===== config.mk =====
export PLATFORM = sky130hd
export DESIGN_NAME = matrix_cmd_seq
export DESIGN_NICKNAME = d
export VERILOG_FILES = /design/src/rtl/matrix_cmd_seq.sv
export SDC_FILE = /design/constraint.sdc
export NUM_CORES = 2
export LEC_CHECK = 0
export CAP_MARGIN = 20
export CORE_AREA = 2 2 305 307
export DETAILED_ROUTE_END_ITERATION = 7
export DIE_AREA = 0 0 307 309
export HOLD_SLACK_MARGIN = 0.05
export PLACE_DENSITY_LB_ADDON = 0.2
export SYNTH_ARGS = -nofsm -noshare
export SYNTH_HDL_FRONTEND = slang
export SYNTH_SLANG_ARGS = --single-unit

===== constraint.sdc =====
create_clock -name clk -period 42.1 [get_ports clk]
set_input_delay 8.42 -clock clk [delete_from_list [all_inputs] [get_ports clk]]
set_output_delay 8.42 -clock clk [all_outputs]
set_load 0.005 [all_outputs]

===== src/rtl/matrix_cmd_seq.sv =====
// Command sequencer for a modelview/projection matrix stack: decodes command beats
// into load, load-identity and pop strobes, and streams four 128-bit rows into the stack.
module matrix_cmd_seq #(
    parameter int MV_DEPTH = 32,
    parameter int PJ_DEPTH = 2
) (
    input  logic         clk,
    input  logic         rst,
    input  logic         cmd_valid,
    output logic         cmd_ready,
    input  logic [2:0]   cmd_op,
    input  logic [127:0] cmd_data,
    input  logic [127:0] peek_in_0,
    input  logic [127:0] peek_in_1,
    input  logic [127:0] peek_in_2,
    input  logic [127:0] peek_in_3,
    output logic         matrix_mode,
    output logic         load_en,
    output logic         load_id_en,
    output logic         pop_en,
    output logic [127:0] data_out,
    output logic         err_pulse,
    output logic         err_ovf,
    output logic         err_unf,
    output logic         busy
);

    // state   | meaning
    // IDLE    | decode single-beat commands
    // COLLECT | gathering LOAD rows 1..3
    // POPISS  | pop the old top before reloading it
    // STREAM  | emit rows 0..3 with load_en on row 0
    typedef enum logic [1:0] {IDLE, COLLECT, POPISS, STREAM} state_t;

    localparam logic [2:0] OP_MODE    = 3'd1;
    localparam logic [2:0] OP_LOAD_ID = 3'd2;
    localparam logic [2:0] OP_LOAD    = 3'd3;
    localparam logic [2:0] OP_PUSH    = 3'd4;
    localparam logic [2:0] OP_POP     = 3'd5;

    state_t       state, state_next;
    logic [1:0]   row, row_next;
    logic [127:0] rows [4];
    logic [5:0]   mv_depth, pj_depth;
    logic [5:0]   cur_depth, cur_cap;
    logic         accept;
    logic         pop_q;
    logic         push_ok, push_ovf, pop_ok, pop_unf, mode_set, load_id_set, load_first;

    assign cmd_ready = !rst && (state == IDLE || state == COLLECT);
    assign accept    = cmd_valid && cmd_ready;
    assign cur_depth = matrix_mode ? pj_depth : mv_depth;
    assign cur_cap   = matrix_mode ? 6'(PJ_DEPTH) : 6'(MV_DEPTH);

    always_ff @(posedge clk or posedge rst) begin
        if (rst) begin
            state <= IDLE;
            row   <= 2'd0;
        end else begin
            state <= state_next;
            row   <= row_next;
        end
    end

    always_comb begin
        state_next  = state;
        row_next    = row;
        push_ok     = 1'b0;
        push_ovf    = 1'b0;
        pop_ok      = 1'b0;
        pop_unf     = 1'b0;
        mode_set    = 1'b0;
        load_id_set = 1'b0;
        load_first  = 1'b0;
        case (state)
            IDLE: begin
                if (accept) begin
                    case (cmd_op)
                        OP_MODE:    mode_set = 1'b1;
                        OP_LOAD_ID: load_id_set = 1'b1;
                        OP_LOAD: begin
                            load_first = 1'b1;
                            state_next = COLLECT;
                            row_next   = 2'd1;
                        end
                        OP_PUSH: begin
                            if (cur_depth < cur_cap) begin
                                push_ok    = 1'b1;
                                state_next = STREAM;
                                row_next   = 2'd0;
                            end else begin
                                push_ovf = 1'b1;
                            end
                        end
                        OP_POP: begin
                            if (cur_depth > 6'd1) pop_ok = 1'b1;
                            else                  pop_unf = 1'b1;
                        end
                        default: ;
                    endcase
                end
            end
            COLLECT: begin
                if (accept) begin
                    row_next = row + 2'd1;
                    if (row == 2'd3) begin
                        state_next = POPISS;
                        row_next   = 2'd0;
                    end
                end
            end
            POPISS: begin
                state_next = STREAM;
                row_next   = 2'd0;
            end
            STREAM: begin
                row_next = row + 2'd1;
                if (row == 2'd3) state_next = IDLE;
            end
            default: state_next = IDLE;
        endcase
    end

    // Row buffer holds either the PUSH snapshot or the collected LOAD beats.
    always_ff @(posedge clk or posedge rst) begin
        if (rst) begin
            for (int i = 0; i < 4; i++) rows[i] <= '0;
        end else if (push_ok) begin
            rows[0] <= peek_in_0;
            rows[1] <= peek_in_1;
            rows[2] <= peek_in_2;
            rows[3] <= peek_in_3;
        end else if (load_first) begin
            rows[0] <= cmd_data;
        end else if (state == COLLECT && accept) begin
            rows[row] <= cmd_data;
        end
    end

    always_ff @(posedge clk or posedge rst) begin
        if (rst) begin
            mv_depth    <= 6'd1;
            pj_depth    <= 6'd1;
            matrix_mode <= 1'b0;
            pop_q       <= 1'b0;
            load_id_en  <= 1'b0;
            err_pulse   <= 1'b0;
            err_ovf     <= 1'b0;
            err_unf     <= 1'b0;
        end else begin
            pop_q      <= pop_ok;
            load_id_en <= load_id_set;
            err_pulse  <= push_ovf || pop_unf;
            if (push_ovf) err_ovf <= 1'b1;
            if (pop_unf)  err_unf <= 1'b1;
            if (mode_set) matrix_mode <= cmd_data[0];
            if (push_ok) begin
                if (matrix_mode) pj_depth <= pj_depth + 6'd1;
                else             mv_depth <= mv_depth + 6'd1;
            end else if (pop_ok) begin
                if (matrix_mode) pj_depth <= pj_depth - 6'd1;
                else             mv_depth <= mv_depth - 6'd1;
            end
        end
    end

    assign load_en  = (state == STREAM) && (row == 2'd0);
    assign pop_en   = pop_q || (state == POPISS);
    assign data_out = (state == STREAM) ? rows[row] : '0;
    assign busy     = (state != IDLE);

endmodule


# After elaboration in Yosys (flattened, before gate mapping)

Cells that the tools add are included.
W data, S select, Z words.

Register bits: 534
Output and inout port bits: 137
Word-level logic and storage cells: 123

$add $sub $neg: 5
$lt $le $gt $ge: 4
Eq/ne operators: 20
Muxes and demuxes: 59
Bitwise gates (word level): 1
Reduce and logical (&&, ||, !) cells: 20

Operator list:

| operator              | number |
|---|---|
| $mux W512             | 2 |
| $mux W128             | 5 |
| $bwmux W512           | 1 |
| $mux W384             | 1 |
| $bmux W128 S2         | 1 |
| $demux W128 S2        | 1 |
| $mux W6               | 10 |
| $mux W1               | 25 |
| $mux W2               | 9 |
| $ne A2 B2 Y1 const B  | 8 |
| $pmux W2 S4           | 2 |
| $add A6 B1 Y6 const B | 2 |
| $sub A6 B1 Y6 const B | 2 |
| $pmux W2 S2           | 2 |
| $eq A2 B2 Y1 const B  | 3 |
| $eq A3 B2 Y1 const B  | 2 |
| $eq A3 B3 Y1 const B  | 2 |
| $gt A6 B1 Y1 const B  | 1 |
| $lt A6 B6 Y1          | 1 |
| $reduce_and A3 Y1     | 2 |
| $reduce_and A6 Y1     | 1 |
| $reduce_bool A2 Y1    | 3 |
| $logic_and A1 B1 Y1   | 5 |
| $logic_not A2 Y1      | 2 |
| other kinds (14)      | 16 |

# Depth between registers and ports, before layout

Depth after elaboration: 9
Mapped depth: 16
Mapped depth without buffers: 12

# Least setup slack after synthesis

No wires, ideal clock.

Path type: in2out
Start: in rst
End: out cmd_ready
Arrival: 8.526 ns
Path slack: 25.154 ns
Stages: 1
Cell sequence: nor2_1

Word-level cells in the longest chain between the ends: 2

Ends and longest elaborated chain:

| what                              | RTL line | source |
|---|---|---|
| start, declared                   | 8        | `input logic rst,` |
| $logic_not A1 Y1 (no source line) | n/a      |  |
| $logic_and A1 B1 Y1               | 50       | `assign cmd_ready = !rst && (state == IDLE \|\| state == COLLECT);` |
| end, declared                     | 10       | `output logic cmd_ready,` |

No other way between the ends.

# Worst setup path in the final report

Same ends and word-level chain as after synthesis.

==> metrics.yaml <==
setup_path:
  arrival_ps: 9670
  end_kind: "output port"
  start_kind: "primary input"
  reg2reg_setup_slack_ps: 36710
  cp_common_cell: "clkdlybuf4s50_1"
  cp_slowest_cell: "clkdlybuf4s50_1"
  critPathMaxFanout: 5
  worstReg2RegStart: "matrix_mode"
  crit_type: "primary input to output port"
  worstPathCellList: "clkdlybuf4s50_1, nor2_1, clkdlybuf4s50_1"
  timing.rr.end: "rows[423]"
  cpPeakStageDelay_ps: 550
  cp.required_ps: 33680
  ff2ff_path_depth: 9
drt:
  drtAntennaViolNets: 0
  routed_wl_um: 107800
  via_per_inst: 5.143
  vias: 24400
  first_pass_iters: 5
  drc: 0
  routedWlPerCell_um: 22.72
  drt-initial-drc-count: 1616
timing:
  setup_tns_ps: 0
  min_period_ps: 18090
  setup-violations-final: 0
  fin_ws_ps: 24010
  hold_viol_final: 0
  worst_pin_slew_ps: 1094
  whs_ps: 515.1
  max_freq_ghz: 0.05526
  slew_violations: 0
  maxSlewHeadroom_pct: 27.05
  period_share_pct: 42.98
  fin_skew_ps: 32.93
  rsz0062_at_grt: "false"
cells_and_area:
  seqCellArea_um2: 13370
  n_fill_cell: 8854
  layout_common_cells: "clkdlybuf4s50_1, nand2_1, dfrtp_1, mux2i_1, o21ai_0"
  nNetsFinal: 4140
  final_common_cell: "clkdlybuf4s50_1"
  syn_to_final_growth_pct: 37.55
  fin_area_um2: 39520
  post-route-util_pct: 43.25
  drive_above_1_share_pct: 8.182
  multi_input_area_um2: 14240
clock_tree:
  clock_sinks: 534
  tritoncts: "done"
  clkLatencyLatePin_ps: 610
  cts_buffers: 68
  clockRootBuffer: "clkbuf_16"
  cts.htree.levels: 3
  cts.repair.resized: 0
  clkTransAtPathRegs_ps: 60
  clk_path_buf_depth: 3
  post_cts_buffers: 0
  cts_hold_buf: 0
synth:
  syn_inst: 2821
  syn_nets: 3487
  yosysTopAreaCellShare_pct: 46.33
  async_reset_ff_share_pct: 100.0
  yosysSeqAreaShare_pct: 46.51
  synth-seq-cells: 534
  synth_warnings: 0
  syn_avg_cell_area_um2: 10.19
  synth_area_leaders: "dfrtp_1, mux2i_1, mux4_2"
  synth_cell_types: 44
  ys.flop_type: "dfrtp_1"
  synth_top_area_cell: "dfrtp_1"
  synth-edff-count: 0
  syn_area_um2: 28740
floorplanning:
  dieArea_um2: 94860
  die_y_um: 309
  fp.coreArea_um2: 91390
  std_cell_rows: 111
  die_x_um: 307
  initial_core_util_pct: 31.44
  io_pins: 783
pwr:
  p_sw_mw: 0.7330
  p_leak_nw: 17.03
  p_clk_share_pct: 25.1
  power_density_nw_per_um2: 58.32
  seqPwrFrac_pct: 39.1
  ir_worst_vdd_uv: 38.42
  power_frac_comb_pct: 35.8
  switching_share_pct: 31.80
  power.internal_mw: 1.572
placement:
  dpl-instance-area_um2: 37260
  dp_hpwl_um: 71230
  gp_congestion: 0.8105
  dp_slack_ps: 24000
  numPortBuffers: 782
flow_run:
  maxCapViolCount: 0
worst_hold_path:
  min-delay-start: "pj_depth[5]"
  hold_path_class: "flop to flop"
  worstHoldEndpoint: "pj_depth[5]"
  holdPathStages: 1
global_route:
  grt_max_degree: 241
  antenna_found_initial: 53
  grt_pass1_vias: 25340
  grt_pass1_wl_um: 160300
  overflow: 0
  grt.total_usage_pct: 22.15
status:
  outcome: "finished clean"
-- power groups by stage --
stage / sequential (mW) / clock (mW) / combinational, mW
floorplan: 0.852 / 0 / 0.571
global placement: 0.902 / 0 / 0.820
detailed placement: 0.903 / 0 / 0.836
CTS: 0.899 / 0.594 / 0.837
global route: 0.931 / 0.615 / 0.916
finish: 0.902 / 0.578 / 0.825
-- metal layers --
layer  global-route usage (%)  part of all wire, %
met5                        0                 0.16
met4                    9.620                  3.0
met3                    5.166                  6.7
met2                    36.31                   49
met1                    27.98                   42
-- registers in the layout, summed over array words and instances, names as in the netlist --
register / cells
err_ovf: 1
row: 2
mv_depth: 6
pj_depth: 6
pop_q: 1
load_id_en: 1
matrix_mode: 1
err_unf: 1
err_pulse: 1
state: 2
rows: 512
-- cells in the mapped netlist, types with 18 or more instances --
cell,count
dfrtp_1,532
clkbuf_1,88
nand2_1,600
o21ai_0,233
nor2_1,143
buf_2,88
a31oi_1,130
mux2i_1,391
mux4_2,128
nand3_1,47
ha_1,18
buf_4,40
and2_1,130
o21ai_1,155
-- logic make-up (layout without fill, tap and decap cells) --
family	count (synthesis)	count (layout)	synth area share [%]
muxes	528	528	24.01
buffers and inverters	242	941	4.171
xor gates and xnor gates	10	10	0.3048
DFF	534	534	46.51
and+or+nand+nor	945	945	13.92
AOI/OAI and AO/OA	542	542	10.17
adders and majority gates	20	20	0.9231
other	0	38	0
-- metrics by stage --
| step | std cells | power (mW) |
|---|---|---|
| after floorplan | 2821 | 1.422 |
| after CTS | 4706 | 2.330 |
| after global routing | 4738 | 2.462 |
| after global placement | 4590 | 1.722 |
| after detailed placement | 4590 | 1.739 |
| final | 4744 | 2.305 |
-- worst max-delay path by stage --
stage | from | end | slack [ps] | cells after the start
2_1_floorplan | rst | err_ovf | 18760 | 1
3_3_place_gp | rst | cmd_ready | 23980 | 3
3_5_place_dp | rst | cmd_ready | 24000 | 3
4_1_cts | rst | cmd_ready | 23990 | 3
5_1_grt | rst | cmd_ready | 23940 | 3
6_report | rst | cmd_ready | 24010 | 3
-- critical path, delay by kind of cell --
kind	cells	cell delay, ps
and+or+nand+nor	1	180
buffers and inverters	2	1070
-- cell type report --
type | instances | share of cell area [%]
Antenna cell | 38 | 0.2406
Clock buffer | 99 | 4.932
Clock inverter | 17 | 0.5445
Inverter | 9 | 0.1235
Multi-Input combinational cell | 2045 | 36.03
Sequential cell | 534 | 33.83
Tap cell | 1186 | 3.754
Timing Repair Buffer | 816 | 20.55
Power figures use the tool's default switching activity.
